--- config.mk ---
export PLATFORM = sky130hd
export DESIGN_NAME = stencil_sched_ctrl
export DESIGN_NICKNAME = d
export VERILOG_FILES = /design/src/rtl/stencil_sched_ctrl.sv
export SDC_FILE = /design/constraint.sdc
export NUM_CORES = 1
export LEC_CHECK = 0
export CAP_MARGIN = 0
export CORE_MARGIN = 3
export CORE_UTILIZATION = 59
export CTS_CLUSTER_DIAMETER = 60
export DETAILED_ROUTE_END_ITERATION = 7
export DONT_BUFFER_PORTS = 1
export GPL_ROUTABILITY_DRIVEN = 1
export PLACE_DENSITY = 0.75
export SYNTH_ARGS = -nofsm -noshare
export SYNTH_HDL_FRONTEND = slang
export SYNTH_SLANG_ARGS = --single-unit
--- constraint.sdc ---
create_clock -name clk -period 3.4 [get_ports clk]
set_input_delay 0.34 -clock clk [delete_from_list [all_inputs] [get_ports clk]]
set_output_delay 0.34 -clock clk [all_outputs]
set_load 0.01 [all_outputs]
--- src/rtl/stencil_sched_ctrl.sv ---
// stencil_sched_ctrl: raster frame sequencer and pipeline advance for cascaded 3x3 stencils.
// Optional feature: define STENCIL_SCHED_PERF_EN to add a sink-stall cycle counter on stall_cnt.
module stencil_sched_ctrl #(
    parameter int IMG_W  = 64,
    parameter int IMG_H  = 64,
    parameter int STAGES = 2,
    parameter int LAT    = 1,
    parameter int CW     = 16
) (
    input  logic          clk,
    input  logic          reset,
    input  logic          start,
    input  logic          in_valid,
    output logic          in_ready,
    output logic          pipe_en,
    output logic [CW-1:0] col,
    output logic [CW-1:0] row,
    output logic          out_valid,
    input  logic          out_ready,
    output logic          busy,
    output logic          done,
    output logic [31:0]   stall_cnt
);
    localparam logic [1:0] IDLE  = 2'd0;
    localparam logic [1:0] RUN   = 2'd1;
    localparam logic [1:0] FLUSH = 2'd2;
    localparam logic [1:0] DONE  = 2'd3;
    localparam int FW = LAT > 1 ? $clog2(LAT) : 1;
    localparam logic [CW-1:0] COL_MAX = CW'(IMG_W - 1);
    localparam logic [CW-1:0] ROW_MAX = CW'(IMG_H - 1);
    localparam logic [CW-1:0] TAG_MIN = CW'(2 * STAGES);
    localparam logic [FW-1:0] FL_MAX  = FW'(LAT - 1);

    logic [1:0]     state;
    logic [LAT-1:0] tags;
    logic [FW-1:0]  fcnt;
    logic           hold, run, flush, col_end, last_px, tag;

    assign out_valid = tags[LAT-1];
    assign hold      = out_valid & ~out_ready;
    assign run       = state == RUN;
    assign flush     = state == FLUSH;
    assign in_ready  = run & ~hold;
    assign pipe_en   = ((run & in_valid) | flush) & ~hold;
    assign busy      = state != IDLE;
    assign done      = state == DONE;
    assign col_end   = col == COL_MAX;
    assign last_px   = col_end & (row == ROW_MAX);
    assign tag       = run & (col >= TAG_MIN) & (row >= TAG_MIN);

    // Frame FSM, raster position, flush count and the window-tag pipe that mirrors the datapath
    always_ff @(posedge clk) begin
        if (reset) begin
            state <= IDLE;
            col   <= '0;
            row   <= '0;
            tags  <= '0;
            fcnt  <= '0;
        end else begin
            if (pipe_en) tags <= LAT'({tags, tag});
            if (state == IDLE && start) state <= RUN;
            if (run && pipe_en) begin
                col <= col_end ? '0 : col + 1'b1;
                row <= last_px ? '0 : col_end ? row + 1'b1 : row;
                if (last_px) state <= FLUSH;
            end
            if (flush && pipe_en) begin
                fcnt <= fcnt + 1'b1;
                if (fcnt == FL_MAX) begin
                    state <= DONE;
                    fcnt  <= '0;
                end
            end
            if (done) begin
                state <= IDLE;
                col   <= '0;
                row   <= '0;
                fcnt  <= '0;
            end
        end
    end

`ifdef STENCIL_SCHED_PERF_EN
    logic [31:0] stalls;

    // Saturating count of cycles the sink held the pipeline during a frame
    always_ff @(posedge clk) begin
        if (reset || (state == IDLE && start)) stalls <= '0;
        else if ((run | flush) & hold & ~&stalls) stalls <= stalls + 1'b1;
    end

    assign stall_cnt = stalls;
`else
    assign stall_cnt = '0;
`endif
endmodule

Yosys cells after proc, flatten, opt, wreduce, memory -nomap -nowiden:

Cells that the tools add are included.
Widths: inputs -> output; s select.

* input bits: 5
* logic and storage cells: 42
* register bits after elaboration: 36

* equal/unequal tests: 5
* mux-type cells: 9
* reductions and logical operators: 8
* bitwise logic cells: 10
* $add $sub $neg: 3
* order comparisons: 2

Operator list (count)
* $mux 16: 3
* $add 16x1->16 const B: 2
* $eq 16x6->1 const B: 2
* $ge 16x3->1 const B: 2
* $mux 2: 5
* $and 1x1->1: 7
* $eq 2x2->1 const B: 2
* $reduce_bool 2->1: 2
* $logic_and 1x1->1: 3
* $eq 2x1->1 const B: 1
* $logic_not 2->1: 1
* $not 1->1: 2
* $reduce_and 2->1: 1
* $reduce_or 2->1: 1
* $add 1x1->1 const B: 1
* $mux 1: 1
* $or 1x1->1: 1

Longest topological paths before layout:

Gate-level depths: netlist of run 1.

* depth in word-level cells: 8
* gate-level depth with buffers: 7
* mapped depth without buffers: 6

Least setup slack after synthesis of run 1:

Ideal clock, no wire load.

* path kind: register -> register
* from: register col[9]
* to: register row[6]
* path slack: 0.765 ns
* arrival: 2.566 ns
* cell stages (with the launch flop): 6
* setup time: 0.070 ns
* cells stage by stage: dfxtp_1 > or4_4 > or4_4 > or4_4 > or4_1 > a21oi_1

* longest elaborated chain between the ends: 4
* elaborated cells between the ends (all ways): 5
* classes of those cells: eq/ne: 1; mux: 1; bitwise: 1; reduce/logical: 2

RTL lines
* from (decl): RTL line 16 `output logic [CW-1:0] col,`
* from (signal assigned): RTL line 63 `col <= col_end ? '0 : col + 1'b1;`
* $eq 16x6->1 (*): RTL line 47 `assign col_end = col == COL_MAX;`
* $and 1x1->1: RTL line 48 `assign last_px = col_end & (row == ROW_MAX);`
* $reduce_bool 2->1 (no source line)
* $reduce_and 2->1 (no source line)
* to (signal assigned): RTL line 64 `row <= last_px ? '0 : col_end ? row + 1'b1 : row;`
* to (decl): RTL line 17 `output logic [CW-1:0] row,`

Every way passes the cells marked *; elsewhere a longest branch is shown, timed or not.
A chain may end at the register's enable or synchronous reset.

Worst setup path in the final report of run 1:

* from: register col[10]
* to: register row[6]

The elaborated chain is that of the path after synthesis.

==> flow_metrics.tcl, run 1 <==
set metrics [dict create \
    crit_required_ps 3690 \
    die_h_um 65.1 \
    synth-simple-area-share_pct 32.6 \
    synth-compound-area-share_pct 8.19 \
    crit_type "flop to flop" \
    synth_mux_area_share_pct 0 \
    globalplace.congestion 0.844 \
    async_flop_share_pct 0 \
    antenna_cells 0 \
    crit_chain "or4_4 -> or4_4 -> or4_4 -> or4_1 -> a21oi_1" \
    ys_types 41 \
    rr_worst_depth 5 \
    cts_sinks 35 \
    synth_warnings 0 \
    overflow 0 \
    cp-end-kind "flop" \
    p_per_area_nw_per_um2 337 \
    final.period_utilization_pct 81.4 \
    clock.fmax_ghz 0.361 \
    viasPerCell 5.59 \
    crit_path_start "col[10]$_SDFFE_PP0P_" \
    htree_levels 2 \
    worstMarginPinSlew_ps 680 \
    cap_violations 0 \
    power_leakage_nw 0.721 \
    placed_area_um2 1980 \
    synth_top_area_share_pct 34.0 \
    reg2reg_slack_ps 630 \
    cp_common_cell "or4_4" \
    start_kind "flop" \
    finalInstanceArea_um2 2030 \
    multiInputGateArea_um2 1190 \
    holdPathEnd "out_valid$_SDFFE_PP0N_" \
    dieArea_um2 4240 \
    p_total_mw 0.685 \
    min_period_ps 2770 \
    cp_max_fo 6 \
    start_util_pct 64.4 \
    ys_ff_latch 35 \
    synth_most_common_cell "dfxtp_1" \
    fin_skew_ps 15.3 \
    postCtsHoldBufs 0 \
    setup_tns_ps 0 \
    syn_inst 257 \
    cpMaxStageDelayCell "or4_4" \
    die_w_um 65.1 \
    slew_viol_final 0 \
    whs_path_depth 1 \
    yosys.area.top_type "dfxtp_1" \
    cts_made_buffers 5 \
    r2r_start "col[10]$_SDFFE_PP0P_" \
    layout-drive-gt1-share_pct 8.49 \
    dp_hpwl_um 3200 \
    port_buffers 0 \
    ir_drop_mv 0.213 \
    drtIter0Drc 109 \
    finalSetupViolations 0 \
    post_cts.repair.setup_buffers 0 \
    rows 20 \
    vias 1693 \
    wl_per_cell_um 14.2 \
    design.core.area_um2 3200 \
    nets 268 \
    worstPathArrival_ps 3050 \
    num_io_pins 74 \
    grt_max_degree 15 \
    clk_path_buf_depth 2 \
    cts_root_buffer "clkbuf_4" \
    synth_xor_area_share_pct 8.50 \
    synth-edff-count 0 \
    track_usage_pct 20.4 \
    synth_top_family_by_area "simple AND/OR/NAND/NOR gates" \
    ctsResizeCount 0 \
    drt-total-wl_um 4300 \
    seq_area_um2 701 \
    ant_nets 0 \
    grt_pass1_vias 1450 \
    clkTransAtPathRegs_ps 110 \
    cpPeakStageDelay_ps 570 \
    antenna_found_initial 0 \
    synthToLayoutAreaGrowth_pct -1.40 \
    synthFlopType "dfxtp_1" \
    grt_pass1_wl_um 6880 \
    final-hold-violation-count 0 \
    netlist_area_um2 2060 \
    yosysSeqAreaShare_pct 34.0 \
    cts_tree "done" \
    synth_fa_ha_area_share_pct 2.43 \
    slew_headroom_pct 54.3 \
    holdCritStartpoint "reset" \
    hold_path.class "primary input to flop" \
    drc_errors 0 \
    clk_latency_ps 340 \
    drt_pass1_iterations 4 \
    status "finished clean" \
    syn_avg_cell_area_um2 8.02 \
    rsz0062_at_grt "no" \
    nFillCells 311 \
    synth_commonest_cells "dfxtp_1, buf_4, nor2_1, nand2_1, nand3_1" \
    synth.area.top_cells "dfxtp_1, buf_4, nor2_1" \
    reg2reg_to "row[6]$_SDFFE_PP0P_" \
]
## routing by layer
metal	up-vias	GRT usage (%)	wire length [um]
met4	0	7.25	73
met3	9	7.69	374
met5	-	0	0
met1	771	27.4	1910
met2	69	30.0	1940
li1	844	-	-
## logic make-up (layout without fill, tap and decap cells)
logic type,Yosys count,in the layout
fa+ha+maj,4,4
xor+xnor,20,20
simple gates,123,123
other cells,1,32
flops,35,35
compound gates,29,29
buf+inv,45,16
## state kept, by name (all words and copies together), names as in the netlist
register	flops
col	16
row	16
out_valid	1
state	2
## placed cells by master (no fill, tap or decap), types with 2 or more instances in the layout
cell	count
dfxtp_1	35
nor2_1	32
conb_1	32
nand2_1	17
nand3_1	13
a21oi_1	12
xnor2_1	11
nand4_1	10
nor4_1	10
inv_1	9
xor2_1	9
o21ai_0	7
or4_1	6
nor3_1	6
or2_2	5
clkbuf_4	5
or3_1	4
ha_1	4
and2_1	3
and4_1	3
or4_4	3
or4_2	2
and3_1	2
a31oi_1	2
## worst max-delay path: cells and delay by family, from the launching register on
kind	cells	cell delay, ps
simple gates	4	2170
compound gates	1	150
flops	1	400
## how the worst max path moves through the flow
| stage | end | slack, ps | cells past startpoint |
|---|---|---|---|
| 3_3_place_gp | row[10]$_SDFFE_PP0P_ | 680 | 5 |
| 3_5_place_dp | row[6]$_SDFFE_PP0P_ | 660 | 5 |
| 6_report | row[6]$_SDFFE_PP0P_ | 630 | 5 |
| 2_1_floorplan | row[6]$_SDFFE_PP0P_ | 760 | 5 |
| 5_1_grt | row[6]$_SDFFE_PP0P_ | 530 | 5 |
| 4_1_cts | row[6]$_SDFFE_PP0P_ | 640 | 5 |
## power by group
part           internal [mW]  total, mW  switching (mW)
clock                 0.0958      0.233           0.137
combinational        0.00595     0.0380          0.0321
sequential             0.412      0.414         0.00264
total                  0.513      0.685           0.172
## per-stage QoR
stage / utilization, % / setup slack [ps] / instances / hold WS [ps]
6_report: 63.5 / 633 / 303 / 61.2
5_1_grt: 63.5 / 533 / 303 / 49.9
3_5_place_dp: 61.7 / 658 / 296 / 415
2_1_floorplan: - / 765 / 288 / 412
4_1_cts: 63.5 / 636 / 303 / 52.2
3_3_place_gp: 61.7 / 682 / 296 / 416
## cell type report
cell class,instances,share of cell area [%]
multi-input cells,208,58.4
flip-flops and latches,35,34.5
well taps,44,2.71
clock buffers,6,2.52
inverters,9,1.66
clock inverters,1,0.246
(Power assumes the default switching activity.)
==> run 2: changes to the inputs <==
--- a/config.mk
+++ b/config.mk
@@ -7,7 +7,7 @@
 export LEC_CHECK = 0
 export CAP_MARGIN = 0
 export CORE_MARGIN = 3
-export CORE_UTILIZATION = 59
+export CORE_UTILIZATION = 57
 export CTS_CLUSTER_DIAMETER = 60
 export DETAILED_ROUTE_END_ITERATION = 7
 export DONT_BUFFER_PORTS = 1
==> constraint.sdc (replaced) <==
create_clock -name clk -period 2.4 [get_ports clk]
set_input_delay 0.24 -clock clk [delete_from_list [all_inputs] [get_ports clk]]
set_output_delay 0.24 -clock clk [all_outputs]
set_load 0.01 [all_outputs]
==> run 2 against run 1 <==
Sequential share of layout area fell by 4.5 points. Worst hold slack improved by 19 ps. Combinational power rose by 79%. Utilization rose by 5.1 points. Fmax rose by 9.5%. Global-route usage rose by 1.6 points. Critical path type unchanged. Design area rose by 15%. Sequential power rose by 41%. Clock power rose by 31%. The flow now finishes with violations (negative setup slack). Sequential cell count did not move. Critical path depth did not move.
==> flow_metrics.tcl, run 2 (synthesized netlist as in run 1, its figures left out) <==
set metrics [dict create \
    cp_max_fo 5 \
    overflow 0 \
    ant_nets 0 \
    hold_path.class "primary input to flop" \
    drt_pass1_iterations 4 \
    layout_commonest_cell "buf_4" \
    cp-end-kind "flop" \
    cap_violations 0 \
    placed_cells 332 \
    cts_tree "done" \
    worst_hold_slack_ps 80.0 \
    grt_pass1_vias 1558 \
    setup_ws_ps -128 \
    crit_type "flop to flop" \
    viasPerCell 5.41 \
    nets 305 \
    path_depth 5 \
    drt-total-wl_um 4790 \
    cts_sinks 35 \
    clock.fmax_ghz 0.396 \
    htree_levels 2 \
    slew_viol_final 0 \
    rows 21 \
    p_per_area_nw_per_um2 408 \
    die_h_um 66.1 \
    drtIter0Drc 114 \
    start_util_pct 60.4 \
    synthToLayoutAreaGrowth_pct 13.7 \
    status "complete, but fails checks" \
    reg2reg_slack_ps -130 \
    rr_worst_depth 5 \
    vias 1857 \
    cpPeakStageDelay_ps 540 \
    dieArea_um2 4380 \
    largestRegisters "col (16), row (16), state (2)" \
    multiInputGateArea_um2 1210 \
    antenna_found_initial 0 \
    final-hold-violation-count 0 \
    rsz0062_at_grt "yes" \
    final_cell_mix "buf_4, dfxtp_1, nor2_1, conb_1, nand2_1" \
    min_period_ps 2530 \
    crit_end "row[10]$_SDFFE_PP0P_" \
    final_util_pct 68.6 \
    worstPathArrival_ps 2820 \
    cts_made_buffers 5 \
    wl_per_cell_um 14.0 \
    track_usage_pct 22.0 \
    fin_skew_ps 10.4 \
    port_buffers 0 \
    clkTransAtPathRegs_ps 100 \
    crit_path_start "col[9]$_SDFFE_PP0P_" \
    crit_chain "or4_4 -> or4_4 -> or4_4 -> or4_4 -> a21oi_2" \
    crit_required_ps 2690 \
    cts_root_buffer "clkbuf_4" \
    seq_area_um2 703 \
    cp_common_cell "or4_4" \
    start_kind "flop" \
    layout-drive-gt1-share_pct 20.9 \
    dp_hpwl_um 3710 \
    grt_max_degree 15 \
    placed_area_um2 2250 \
    final.period_utilization_pct 105 \
    finalSetupViolations 4 \
    clk_latency_ps 350 \
    nFillCells 304 \
    num_io_pins 74 \
    final_cells 343 \
    clk_path_buf_depth 2 \
    p_total_mw 0.957 \
    reg2reg_to "row[10]$_SDFFE_PP0P_" \
    power_leakage_nw 0.912 \
    setup_tns_ps -299 \
    ir_drop_mv 0.344 \
    drc_errors 0 \
    r2r_start "col[9]$_SDFFE_PP0P_" \
    finalInstanceArea_um2 2340 \
    cpMaxStageDelayCell "or4_4" \
    die_w_um 66.1 \
    antenna_cells 0 \
    design.core.area_um2 3420 \
    cpLargestDelayFamily "simple AND/OR/NAND/NOR gates" \
    dp_slack_ps -120 \
    crit_buf_inv 0 \
    grt_pass1_wl_um 7180 \
    violations "negative setup slack" \
    globalplace.congestion 0.860 \
]
-- run 2: where the power goes --
group	internal [mW]	switching [mW]	total [mW]
sequential	0.583	0.00172	0.585
clock	0.114	0.191	0.305
combinational	0.0177	0.0502	0.0679
total	0.715	0.243	0.957
-- run 2: what timing repair did --
action	4_1_cts	5_1_grt
hold buffers	1	0
buffers inserted	1	1
setup endpoints to repair	3	6
resized for setup	2	4
endpoints found under the hold margin	2	0
pin swaps	0	1
-- run 2: worst register-to-register path: cells and delay by family (launching register included) --
kind | cells | cell delay, ps
compound gates | 1 | 120
simple gates | 4 | 2030
flops | 1 | 330
-- run 2: how the worst min path moves through the flow --
stage	endpoint	cells past startpoint	startpoint	slack (ps)
floorplan	out_valid$_SDFFE_PP0N_	1	reset	310
global placement	out_valid$_SDFFE_PP0N_	1	reset	320
detailed placement	out_valid$_SDFFE_PP0N_	1	reset	320
CTS	state[0]$_SDFF_PP0_	2	reset	60
global route	state[0]$_SDFF_PP0_	2	reset	60
finish	state[0]$_SDFF_PP0_	2	reset	80
-- run 2: layout make-up --
type	instances	area share (%)
inverter	9	1.44
multi-input combinational	208	51.5
tap	46	2.46
clock inverter	1	0.214
sequential	35	30.0
timing repair buffer	37	12.5
clock buffer	7	1.92
-- run 2: metal layers --
| layer | up-vias | GRT usage, % | wire length, um |
|---|---|---|---|
| met4 | 0 | 7.87 | 53 |
| li1 | 922 | - | - |
| met5 | - | 0 | 0 |
| met2 | 56 | 36.3 | 2440 |
| met1 | 872 | 26.2 | 1980 |
| met3 | 7 | 7.82 | 319 |
==> run 3: changes to the inputs <==
--- a/config.mk
+++ b/config.mk
@@ -7,12 +7,14 @@
 export LEC_CHECK = 0
 export CAP_MARGIN = 0
 export CORE_MARGIN = 3
-export CORE_UTILIZATION = 57
+export CORE_UTILIZATION = 59
 export CTS_CLUSTER_DIAMETER = 60
 export DETAILED_ROUTE_END_ITERATION = 7
 export DONT_BUFFER_PORTS = 1
 export GPL_ROUTABILITY_DRIVEN = 1
+export GPL_TIMING_DRIVEN = 0
 export PLACE_DENSITY = 0.75
+export RECOVER_POWER = 50
 export SYNTH_ARGS = -nofsm -noshare
 export SYNTH_HDL_FRONTEND = slang
 export SYNTH_SLANG_ARGS = --single-unit
==> constraint.sdc (replaced) <==
create_clock -name clk -period 2.96 [get_ports clk]
set_input_delay 0.296 -clock clk [delete_from_list [all_inputs] [get_ports clk]]
set_output_delay 0.296 -clock clk [all_outputs]
set_load 0.01 [all_outputs]
==> run 3 against run 2 <==
The flow now finishes without violations. Clock skew increased by 2.9 ps. Critical path type unchanged. Fmax is 8.5% lower. Design area fell by 2.9%. Final cell count down 1.5%. Sequential share of layout area grew 0.80 points. Largest power group unchanged. Highest routed layer unchanged. Die area is 3.1% lower. Wire length is 8.9% lower.
==> flow_metrics.tcl, run 3 (synthesized netlist as in run 1, its figures left out) <==
set metrics [dict create \
    synthToLayoutAreaGrowth_pct 10.3 \
    grt_pass1_vias 1516 \
    p_comb_share_pct 10.0 \
    worstPathArrival_ps 3040 \
    die_w_um 65.1 \
    min_period_ps 2760 \
    largestRegisters "col (16), row (16), state (2)" \
    fin_skew_ps 13.3 \
    antenna_cells 0 \
    drc_errors 0 \
    crit_type "flop to flop" \
    cts_root_buffer "clkbuf_4" \
    overflow 0 \
    cp_max_fo 6 \
    design.core.area_um2 3200 \
    whs_path_depth 1 \
    track_usage_pct 20.8 \
    clockPowerShare_pct 29.5 \
    ant_nets 0 \
    crit_required_ps 3240 \
    final_cell_mix "dfxtp_1, nor2_1, buf_4, conb_1, nand2_1" \
    crit_path_start "col[9]$_SDFFE_PP0P_" \
    rows 20 \
    start_kind "flop" \
    slew_headroom_pct 55.5 \
    reg2reg_slack_ps 200 \
    rsz0062_at_grt "no" \
    viasPerCell 5.35 \
    drt-total-wl_um 4360 \
    num_io_pins 74 \
    internal_power_mw 0.592 \
    dp_hpwl_um 3410 \
    rr_worst_depth 5 \
    status "finished clean" \
    clk_path_buf_depth 2 \
    worstMarginPinSlew_ps 661 \
    slew_viol_final 0 \
    globalplace.congestion 0.855 \
    vias 1809 \
    cap_violations 0 \
    final.period_utilization_pct 93.3 \
    r2r_start "col[9]$_SDFFE_PP0P_" \
    power_leakage_nw 0.891 \
    layout_commonest_cell "dfxtp_1" \
    port_buffers 0 \
    wl_per_cell_um 12.9 \
    layout-drive-gt1-share_pct 18.0 \
    power.share.switching_pct 24.7 \
    p_per_area_nw_per_um2 346 \
    setup_tns_ps 0 \
    htree_levels 2 \
    final_util_pct 71.0 \
    start_util_pct 64.4 \
    nets 304 \
    ir_drop_mv 0.335 \
    finalSetupViolations 0 \
    hold_path.class "primary input to flop" \
    postCtsHoldBufs 0 \
    die_h_um 65.1 \
    drtIter0Drc 81 \
    clkTransAtPathRegs_ps 100 \
    post_cts.repair.setup_buffers 0 \
    ctsResizeCount 0 \
    dieArea_um2 4240 \
    grt_max_degree 11 \
    cts_tree "done" \
    final-hold-violation-count 0 \
    reg2reg_to "row[10]$_SDFFE_PP0P_" \
    cts_sinks 35 \
    clk_latency_ps 340 \
    cts_made_buffers 5 \
    drt_pass1_iterations 4 \
    cp-end-kind "flop" \
    grt_pass1_wl_um 6950 \
    crit_end "row[10]$_SDFFE_PP0P_" \
    clock.fmax_ghz 0.362 \
    p_seq_share_pct 60.5 \
    power.switching_mw 0.194 \
    antenna_found_initial 0 \
]
## run 3: cell types whose count changed in the layout (fill, tap and decap cells not counted), moves of 2 or more
cell,before,now
a21oi_1,10,12
a21oi_2,2,0
and2_0,0,2
and2_1,3,1
buf_4,35,32
clkbuf_1,2,4
dfxtp_1,33,35
dfxtp_2,2,0
## run 3: power groups by stage
stage	sequential, mW	clock (mW)	combinational, mW
floorplan	0.486	0	0.0699
global placement	0.487	0	0.0763
detailed placement	0.487	0	0.0762
CTS	0.476	0.237	0.0765
global route	0.477	0.254	0.0860
finish	0.476	0.232	0.0785
## run 3: worst min path at each step
stage          slack [ps]                     end   from
5_1_grt                 5  out_valid$_SDFFE_PP0N_  reset
6_report               10  out_valid$_SDFFE_PP0N_  reset
4_1_cts                 6  out_valid$_SDFFE_PP0N_  reset
3_5_place_dp          370  out_valid$_SDFFE_PP0N_  reset
2_1_floorplan         370  out_valid$_SDFFE_PP0N_  reset
3_3_place_gp          370  out_valid$_SDFFE_PP0N_  reset
## run 3: layout make-up
| type | instances | area (um^2) |
|---|---|---|
| Tap cell | 44 | 55.1 |
| Inverter | 9 | 33.8 |
| Sequential cell | 35 | 701 |
| Buffer | 36 | 256 |
| Clock buffer | 6 | 41.3 |
| Multi-Input combinational cell | 208 | 1190 |
| Fill cell | 296 | 928 |
## run 3: routing by layer
layer | global-route usage (%) | vias up | wire [um]
li1 | - | 921 | -
met2 | 32.1 | 73 | 1890
met4 | 6.99 | 0 | 68
met3 | 7.52 | 9 | 424
met1 | 27.1 | 806 | 1980
met5 | 0 | - | 0
## run 3: through the flow
stage / power (mW) / hold slack [ps] / instances / setup slack [ps] / instance area (um^2)
global placement: 0.563 / 371 / 332 / 214 / 2230
CTS: 0.789 / 6.01 / 338 / 186 / 2270
detailed placement: 0.563 / 373 / 332 / 205 / 2230
floorplan: 0.556 / 368 / 288 / 325 / 2180
finish: 0.786 / 10.1 / 338 / 198 / 2270
global route: 0.817 / 4.72 / 338 / 80.1 / 2270
## run 3: critical path, cell delays in order (launching register included)
cell and delay [ps]:
dfxtp_1 390, or4_4 560, or4_4 570, or4_4 530, or4_1 520, a21oi_1 140
